[config.mk]
export PLATFORM = sky130hd
export DESIGN_NAME = ef_wb_irq_regs
export DESIGN_NICKNAME = d
export VERILOG_FILES = /design/src/rtl/ef_wb_regs_pkg.sv /design/src/rtl/ef_irq_source.sv /design/src/rtl/ef_wb_irq_regs.sv
export SDC_FILE = /design/constraint.sdc
export NUM_CORES = 1
export LEC_CHECK = 0
export CORE_MARGIN = 2
export CORE_UTILIZATION = 50
export DETAILED_ROUTE_END_ITERATION = 8
export DONT_BUFFER_PORTS = 1
export GPL_TIMING_DRIVEN = 0
export PLACE_DENSITY = 0.75
export SLEW_MARGIN = 20
export SYNTH_ARGS = -nofsm -noshare
export SYNTH_HDL_FRONTEND = slang
export SYNTH_SLANG_ARGS = --single-unit
[constraint.sdc]
create_clock -name clk_i -period 1.9 [get_ports clk_i]
set_input_delay 0.38 -clock clk_i [delete_from_list [all_inputs] [get_ports clk_i]]
set_output_delay 0.38 -clock clk_i [all_outputs]
set_load 0.01 [all_outputs]
[src/rtl/ef_wb_regs_pkg.sv]
// Shared constants for the EF 0xFFxx interrupt / clock-control register page.
// Latency: n/a (constants, decode helper and byte-mask helper only).
// Backpressure: n/a.
package ef_wb_regs_pkg;

    localparam logic [7:0]  PAGE_TAG = 8'hFF;

    localparam logic [7:0]  OFF_IM   = 8'h00;
    localparam logic [7:0]  OFF_MIS  = 8'h04;
    localparam logic [7:0]  OFF_RIS  = 8'h08;
    localparam logic [7:0]  OFF_ICR  = 8'h0C;
    localparam logic [7:0]  OFF_GCLK = 8'h10;

    // Returned for any unmapped offset inside the page.
    localparam logic [31:0] FILLER   = 32'hDEADBEEF;

    typedef enum logic [2:0] {
        REG_IM,
        REG_MIS,
        REG_RIS,
        REG_ICR,
        REG_GCLK,
        REG_NONE
    } reg_sel_e;

    function automatic reg_sel_e decode_off(input logic [7:0] off);
        reg_sel_e r;
        case (off)
            OFF_IM:   r = REG_IM;
            OFF_MIS:  r = REG_MIS;
            OFF_RIS:  r = REG_RIS;
            OFF_ICR:  r = REG_ICR;
            OFF_GCLK: r = REG_GCLK;
            default:  r = REG_NONE;
        endcase
        return r;
    endfunction

    // Expand Wishbone byte selects into a 32-bit bit mask.
    function automatic logic [31:0] byte_mask(input logic [3:0] sel);
        return {{8{sel[3]}}, {8{sel[2]}}, {8{sel[1]}}, {8{sel[0]}}};
    endfunction

endpackage

[src/rtl/ef_irq_source.sv]
// One interrupt source bit: level (RIS follows flag) or sticky rising-edge with W1C clear.
// Latency: RIS updates one clock after i_flag; a set beats a same-cycle clear.
// Backpressure: none, samples i_flag every cycle.
// Ports: clk_i/rst_n clock and async active-low reset; i_flag raw event; i_clr ICR clear
//        strobe (ignored in level mode); o_ris raw status bit.
module ef_irq_source #(
    parameter bit IS_EDGE = 1'b0
) (
    input  logic clk_i,
    input  logic rst_n,
    input  logic i_flag,
    input  logic i_clr,
    output logic o_ris
);

    logic r_flag_q;
    logic r_ris;
    logic w_set;
    logic w_hold;

    // Level mode: RIS is just the registered flag, nothing is held.
    // Edge mode: flags_q starts at 0, so a flag already high when reset is released
    // is seen as a rising edge.
    assign w_set  = IS_EDGE ? (i_flag & ~r_flag_q) : i_flag;
    assign w_hold = IS_EDGE ? (r_ris & ~i_clr)     : 1'b0;

    always_ff @(posedge clk_i or negedge rst_n) begin
        if (!rst_n) begin
            r_flag_q <= 1'b0;
            r_ris    <= 1'b0;
        end else begin
            r_flag_q <= i_flag;
            r_ris    <= w_set | w_hold;
        end
    end

    assign o_ris = r_ris;

endmodule

[src/rtl/ef_wb_irq_regs.sv]
// Wishbone register page 0xFFxx: IM/MIS/RIS/ICR/GCLK for NUM_FLAGS sources, irq_o and clock enable.
// Latency: ack_o and dat_o one cycle after request; irq_o two cycles after flags_i.
// Backpressure: ack deasserts for one cycle after each transfer, so transfers are 2 cycles each.
// Ports: clk_i/rst_n clock and async active-low reset; adr_i/dat_i/sel_i/cyc_i/stb_i/we_i
//        Wishbone slave inputs; dat_o/ack_o slave response; hit_o combinational page hit;
//        flags_i raw core events; clk_en_o GCLK[0]; irq_o registered interrupt request.
module ef_wb_irq_regs
    import ef_wb_regs_pkg::*;
#(
    parameter int          NUM_FLAGS  = 16,
    parameter logic [31:0] EDGE_MASK  = 32'h0,
    parameter logic        GCLK_RESET = 1'b0
) (
    input  logic                 clk_i,
    input  logic                 rst_n,
    input  logic [15:0]          adr_i,
    input  logic [31:0]          dat_i,
    input  logic [3:0]           sel_i,
    input  logic                 cyc_i,
    input  logic                 stb_i,
    input  logic                 we_i,
    output logic [31:0]          dat_o,
    output logic                 ack_o,
    output logic                 hit_o,
    input  logic [NUM_FLAGS-1:0] flags_i,
    output logic                 clk_en_o,
    output logic                 irq_o
);

    if (NUM_FLAGS < 1 || NUM_FLAGS > 32) begin : g_bad_num_flags
        $error("ef_wb_irq_regs: NUM_FLAGS must be within 1..32");
    end

    // Bits at or above NUM_FLAGS are tied to 0 in IM and RIS.
    localparam logic [31:0] FLAG_MASK = (NUM_FLAGS >= 32) ? 32'hFFFF_FFFF
                                                           : ((32'd1 << NUM_FLAGS) - 32'd1);

    logic                 r_ack;
    logic [31:0]          r_dat;
    logic [31:0]          r_im;
    logic                 r_gclk;
    logic                 r_irq;

    logic                 w_hit;
    logic                 w_req;
    logic                 w_wr;
    reg_sel_e             w_reg;
    logic [31:0]          w_be;
    logic [31:0]          w_ris;
    logic [31:0]          w_rdata;
    logic                 w_wr_icr;
    logic [NUM_FLAGS-1:0] w_clr;

    assign w_hit = (adr_i[15:8] == PAGE_TAG);
    assign hit_o = w_hit;

    // ~r_ack forces an idle cycle after each ack, so a held strobe is one transfer per 2 cycles.
    assign w_req = cyc_i & stb_i & w_hit & ~r_ack;
    assign w_wr  = w_req & we_i;
    assign w_reg = decode_off(adr_i[7:0]);
    assign w_be  = byte_mask(sel_i);

    assign w_wr_icr = w_wr & (w_reg == REG_ICR);
    assign w_clr    = dat_i[NUM_FLAGS-1:0] & w_be[NUM_FLAGS-1:0] & {NUM_FLAGS{w_wr_icr}};

    for (genvar i = 0; i < 32; i++) begin : g_src
        if (i < NUM_FLAGS) begin : g_on
            ef_irq_source #(
                .IS_EDGE (EDGE_MASK[i])
            ) u_src (
                .clk_i  (clk_i),
                .rst_n  (rst_n),
                .i_flag (flags_i[i]),
                .i_clr  (w_clr[i]),
                .o_ris  (w_ris[i])
            );
        end else begin : g_off
            assign w_ris[i] = 1'b0;
        end
    end

    // Read mux sees register values before this edge's writes/updates.
    always_comb begin
        w_rdata = '0;
        case (w_reg)
            REG_IM:   w_rdata = r_im;
            REG_MIS:  w_rdata = w_ris & r_im;
            REG_RIS:  w_rdata = w_ris;
            REG_ICR:  w_rdata = '0;
            REG_GCLK: w_rdata = {31'd0, r_gclk};
            default:  w_rdata = FILLER;
        endcase
    end

    always_ff @(posedge clk_i or negedge rst_n) begin
        if (!rst_n) begin
            r_ack  <= 1'b0;
            r_dat  <= '0;
            r_im   <= '0;
            r_gclk <= GCLK_RESET;
            r_irq  <= 1'b0;
        end else begin
            r_ack <= w_req;
            // Cleared whenever no request is captured, so dat_o is 0 whenever ack_o is 0.
            r_dat <= w_req ? w_rdata : '0;
            if (w_wr && (w_reg == REG_IM)) begin
                r_im <= ((r_im & ~w_be) | (dat_i & w_be)) & FLAG_MASK;
            end
            if (w_wr && (w_reg == REG_GCLK) && sel_i[0]) begin
                r_gclk <= dat_i[0];
            end
            r_irq <= |(w_ris & r_im);
        end
    end

    assign ack_o    = r_ack;
    assign dat_o    = r_dat;
    assign clk_en_o = r_gclk;
    assign irq_o    = r_irq;

endmodule

== After elaboration in Yosys (flattened, before gate mapping) ==
Cells that the tools add are included.

* RAM bits: 0
* Bits in latches: 0
* Bits in registers: 67
* Word-level logic and storage cells: 49
* Bits of input ports: 73
* Memory bits (read-only): 0
* Memories kept: 0
* Output and inout port bits: 36

* Add/sub/neg operators: 0
* Equality and inequality tests: 9
* Shifts and indexed selects: 0
* Multiply operators: 0
* Muxes and demuxes: 3
* Bitwise logic cells: 10
* Divide/modulo/power cells: 0
* Reduce and logical (&&, ||, !) cells: 6
* $lt $le $gt $ge: 0

{| class="wikitable"
|+ Operator list
! kind !! number
|-
| $pmux W32 S5 || 1
|-
| $and A16 B16 Y16 || 3
|-
| $mux W32 || 1
|-
| $reduce_or A32 Y1 || 1
|-
| $eq A8 B4 Y1 const B || 2
|-
| $not A16 Y16 || 1
|-
| $or A16 B16 Y16 || 1
|-
| $pmux W3 S5 || 1
|-
| $eq A8 B3 Y1 const B || 1
|-
| $eq A8 B5 Y1 const B || 1
|-
| $eq A8 B8 Y1 const B || 1
|-
| $logic_not A8 Y1 || 1
|-
| $eq A3 B2 Y1 const B || 2
|-
| $and A1 B1 Y1 || 4
|-
| $eq A3 B1 Y1 const B || 1
|-
| $eq A3 B3 Y1 const B || 1
|-
| $logic_and A1 B1 Y1 || 3
|-
| $logic_not A3 Y1 || 1
|-
| $not A1 Y1 || 1
|}

== Depth between registers and ports, before layout ==
* Depth in word-level cells: 6
* Depth in mapped cells: 6
* Mapped depth without buffers: 5

== Modules after synthesis ==
A second synthesis with hierarchy kept.

* Cell total of the unflattened synthesis: 220
* Area total of the unflattened synthesis: 2484.9 um2

{| class="wikitable"
|+ Modules (own cells, without submodules)
! module !! cells an instance !! area an instance (um2) !! times used
|-
| ef_wb_irq_regs || 204 || 2084.5 || 1
|-
| ef_irq_source || 1 || 25.0 || 16
|}

== Worst setup path after synthesis ==
Ideal clock, no wire load.

* Path kind: input-to-reg
* Start point: input adr_i[1]
* End point: register with a tool-made name
* Data required time: 1.775 ns
* Path slack: 0.180 ns
* Setup time: 0.125 ns
* Data arrival time: 1.595 ns
* Cell stages on the path: 4
* Cells stage by stage: or4_4 -> nor2_8 -> nand4_4 -> mux2_4

{| class="wikitable"
|+ RTL lines
! item !! RTL line !! RTL
|-
| from (decl) || ef_wb_irq_regs.sv:16 || <nowiki>input logic [15:0] adr_i,</nowiki>
|}

== Worst setup path in the final report ==
* Start point: register r_ack, in the netlist ack_o
* End point: register r_gclk, in the netlist clk_en_o

* Longest elaborated chain between the ends: 5

{| class="wikitable"
|+ RTL lines
! item !! RTL line !! RTL
|-
| from (decl) || ef_wb_irq_regs.sv:38 || <nowiki>logic r_ack;</nowiki>
|-
| from (signal assigned) || ef_wb_irq_regs.sv:103 || <nowiki>r_ack <= w_req;</nowiki>
|-
| $not A1 Y1 || ef_wb_irq_regs.sv:58 || <nowiki>assign w_req = cyc_i & stb_i & w_hit & ~r_ack;</nowiki>
|-
| $and A1 B1 Y1 || ef_wb_irq_regs.sv:58 ||
|-
| via w_req || ef_wb_irq_regs.sv:45 || <nowiki>logic w_req;</nowiki>
|-
| $and A1 B1 Y1 || ef_wb_irq_regs.sv:59 || <nowiki>assign w_wr = w_req & we_i;</nowiki>
|-
| $logic_and A1 B1 Y1 (2 in a row) || ef_wb_irq_regs.sv:109 || <nowiki>if (w_wr && (w_reg == REG_GCLK) && sel_i[0]) begin</nowiki>
|-
| to (signal assigned) || ef_wb_irq_regs.sv:110 || <nowiki>r_gclk <= dat_i[0];</nowiki>
|-
| to (decl) || ef_wb_irq_regs.sv:41 || <nowiki>logic r_gclk;</nowiki>
|}

The timed path passes the listed nets, and every way through them passes these cells.
A chain may end at the register's enable or synchronous reset.

==> summary.md <==
| Metric | Value |
|---|---|
| Outcome | `complete, no violations` |
| LEAKAGE | `1.29 nW` |
| Worst-margin pin slew | `0.540 ns` |
| Post-synth EDFFs | `0` |
| Setup bufs post-CTS | `0` |
| Synth Area per Inst | `12.0 um^2` |
| Crit path time final | `1.74 ns` |
| PD cells | `741 nW/um^2` |
| Top cells by area, synth | `dfrtp_1, mux2_2, buf_4, a221oi_1, a31oi_1` |
| Req. time, crit path | `2.09 ns` |
| FMAX | `573 MHz` |
| Diodes inserted | `0` |
| Max_slew headroom | `64.0%` |
| VDD IR-drop max | `488 uV` |
| Initial core utilization | `53.0%` |
| Final design utilization | `57.6%` |
| Fin area | `2560 um^2` |
| Pins Over Slew Limit | `0` |
| GRT Total Usage | `20.4%` |
| Switch share | `23.9%` |
| Internal | `0.00144 W` |
| Synth area leader | `dfrtp_1` |
| Prevailing post-synth register cell | `dfrtp_1` |
| Worst-skew pair later-pin latency | `0.30 ns` |
| Clock buffer depth | `2` |
| Routed wire per std cell | `19.9 um` |
| Detailed Routing Iterations Pass 1 | `4` |
| Vias per cell | `6.21` |
| Synth top area share | `55.2%` |
| Cell area after synthesis | `2360 um^2` |
| DRC violations left | `0` |
| RSZ-0062 raised after global routing | `false` |
| Die width | `72.6 um` |
| Place WS | `0.0658 ns` |
| Tightest Hold Check Type | `in2reg` |
| Initial antenna violation count | `1` |
| Register area share after synthesis | `55.2%` |
| Sw Pwr | `0.000454 W` |
| Core footprint | `4440 um^2` |
| Layout area overhead | `8.60%` |
| Min-Delay Startpoint | `flags_i[3]` |
| Post-placement cell area | `2440 um^2` |
| Htree depth | `2` |
| Die footprint | `5280 um^2` |
| CP cell instances | `nand3b_1, or3_1, clkbuf_1, inv_1, nand4_1, mux2_2` |
| R2r startpoint | `ack_o` |
| Vert. Die Dim | `72.6 um` |
| CTS tree | `done` |
| TritonCTS buffer count | `5` |
| I/O Pins | `109` |
| GRT overflow | `0` |
| Max FO, Critical Path | `5` |
| CP Data Arrival Time | `1.94 ns` |
| Skew final | `0.00282 ns` |
| Worst setup path start | `ack_o` |
| Root Buffer | `clkbuf_8` |
| Fin crit share | `91.8%` |
| DRT Wirelength | `5220 um` |
| Routed vias | `1632` |
| Slowest Stage Delay on Critical Path | `0.43 ns` |
| Crit end category | `flip-flop` |
| Setup TNS | `0 ns` |
| Distinct cell type count after synthesis | `34` |
| Vias in the first global route | `1652` |
| Largest net degree at the start of global routing | `53` |
| Synthesis-stage register bit count | `52` |
| Combinational power share | `7.5%` |
| CP max stage cell | `dfrtp_1` |
| Initial DRC Count | `110` |
| Share of layout cells above drive strength 1 | `21.3%` |
| Final antenna-violating net count | `0` |
| Global-route wire length before repair | `8020 um` |
| Async SR Flop Fraction | `100%` |
| Total Nets Final | `283` |
| Max Cap Viol | `0` |
| Final worst setup slack | `0.155 ns` |
| Final setup fails | `0` |
| I/O Buffers | `0` |
| Synthesized instance count | `197` |
| Critical path type | `reg2reg` |
| HPWL after DPL | `3660 um` |
| Crit start category | `flip-flop` |
| Clk network pwr share | `32.5%` |
| Row count | `24` |
| Final hold vios | `0` |
| Yosys warnings | `0` |
| Sequential Power Share | `60.0%` |
| Filler cells | `388` |
| Gpl congestion | `0.750` |
| Clock Sinks | `52` |
| Reg clk slew, reported paths | `0.09 ns` |
| Post-cts sizing count | `0` |
[layout make-up]
cell class	count	area, um^2	area share [%]
flip-flops and latches	52	1300	50.9
clock buffers	7	76.3	2.98
plain buffers	27	163	6.36
well taps	52	65.1	2.54
clock inverters	1	8.76	0.342
repair buffers	2	37.5	1.47
inverters	3	11.3	0.440
multi-input cells	119	896	35.0
[synthesized netlist by cell type (2+ instances only)]
master    instances
a22oi_1           3
mux2_2           15
buf_1             2
a21oi_1          15
buf_4            16
nor2_1           12
and3_1            2
clkbuf_1          8
mux2i_1           3
mux2_4            2
a22o_1            2
a31oi_1          14
nand2_1           2
nand4_4           2
o21ai_0           2
dfrtp_1          52
inv_1             3
a221oi_1         13
a21o_1           11
nand4_1           4
[through the flow]
step                      hold WS (ns)  power (W)  cells
final                           0.0926    0.00190    263
after global routing            0.0782    0.00197    263
after CTS                       0.0837    0.00191    263
after detailed placement        0.0855    0.00127    253
after global placement          0.0852    0.00127    253
after floorplan                 0.0844    0.00125    201
[path summary, 6_finish.rpt]
kind | depth (start not counted) | slack (ns) | to
worst max-delay path | 6 | 0.16 | clk_en_o
worst min register to register | 1 | 0.55 | flip-flop
min in group asynchronous | 2 | 0.59 | g_src[3].g_on.u_src.o_ris
worst max register to register | 6 | 0.16 | clk_en_o
max in group asynchronous | 2 | 1.09 | g_src[13].g_on.u_src.o_ris
worst min-delay path | 0 | 0.09 | g_src[3].g_on.u_src.o_ris
[routing by layer]
layer | up-vias | track usage [%] | wire (um)
li1 | 742 | - | -
met1 | 791 | 26.2 | 2090
met3 | 8 | 6.35 | 460
met4 | 2 | 6.17 | 63
met5 | - | 0 | 11
met2 | 89 | 33.3 | 2600
[what timing repair did]
item / in CTS / in global routing
endpoints found under the hold margin: 52 / 0
setup endpoints to repair: 0 / 0
hold buffers: 2 / 0
[cells in the final DEF, fill, tap and decap left out, types with 2 or more instances in the layout]
cell,n
a21oi_1,15
o21ai_0,2
dfrtp_1,52
and3_1,2
nand2_1,2
conb_1,5
a22o_1,2
buf_1,2
mux2_2,15
a31oi_1,14
mux2_4,2
nand4_4,2
a22oi_1,3
clkbuf_8,5
inv_1,3
nor2_1,12
clkbuf_1,10
a21o_1,11
mux2i_1,3
a221oi_1,13
nand4_1,4
buf_4,16
[power groups by stage]
stage	registers, W	clock network, W	logic [W]
floorplan	0.00116	0	0.0000912
global placement	0.00116	0	0.000109
detailed placement	0.00116	0	0.000112
CTS	0.00114	0.000631	0.000142
global route	0.00114	0.000671	0.000158
finish	0.00114	0.000616	0.000142
[cell families after synthesis]
family,synth area share [%]
buf+inv,7.38
other cells,0.159
mux,9.72
flops,55.2
simple gates,8.39
compound gates,19.1
[worst max-delay path, delay by kind of cell, from the launching register on]
| kind | cells | cell delay [ns] |
|---|---|---|
| buf+inv | 2 | 0.27 |
| flops | 1 | 0.43 |
| mux | 1 | 0.30 |
| simple gates | 3 | 0.65 |
Note: power is estimated with default switching activity, not from simulation.
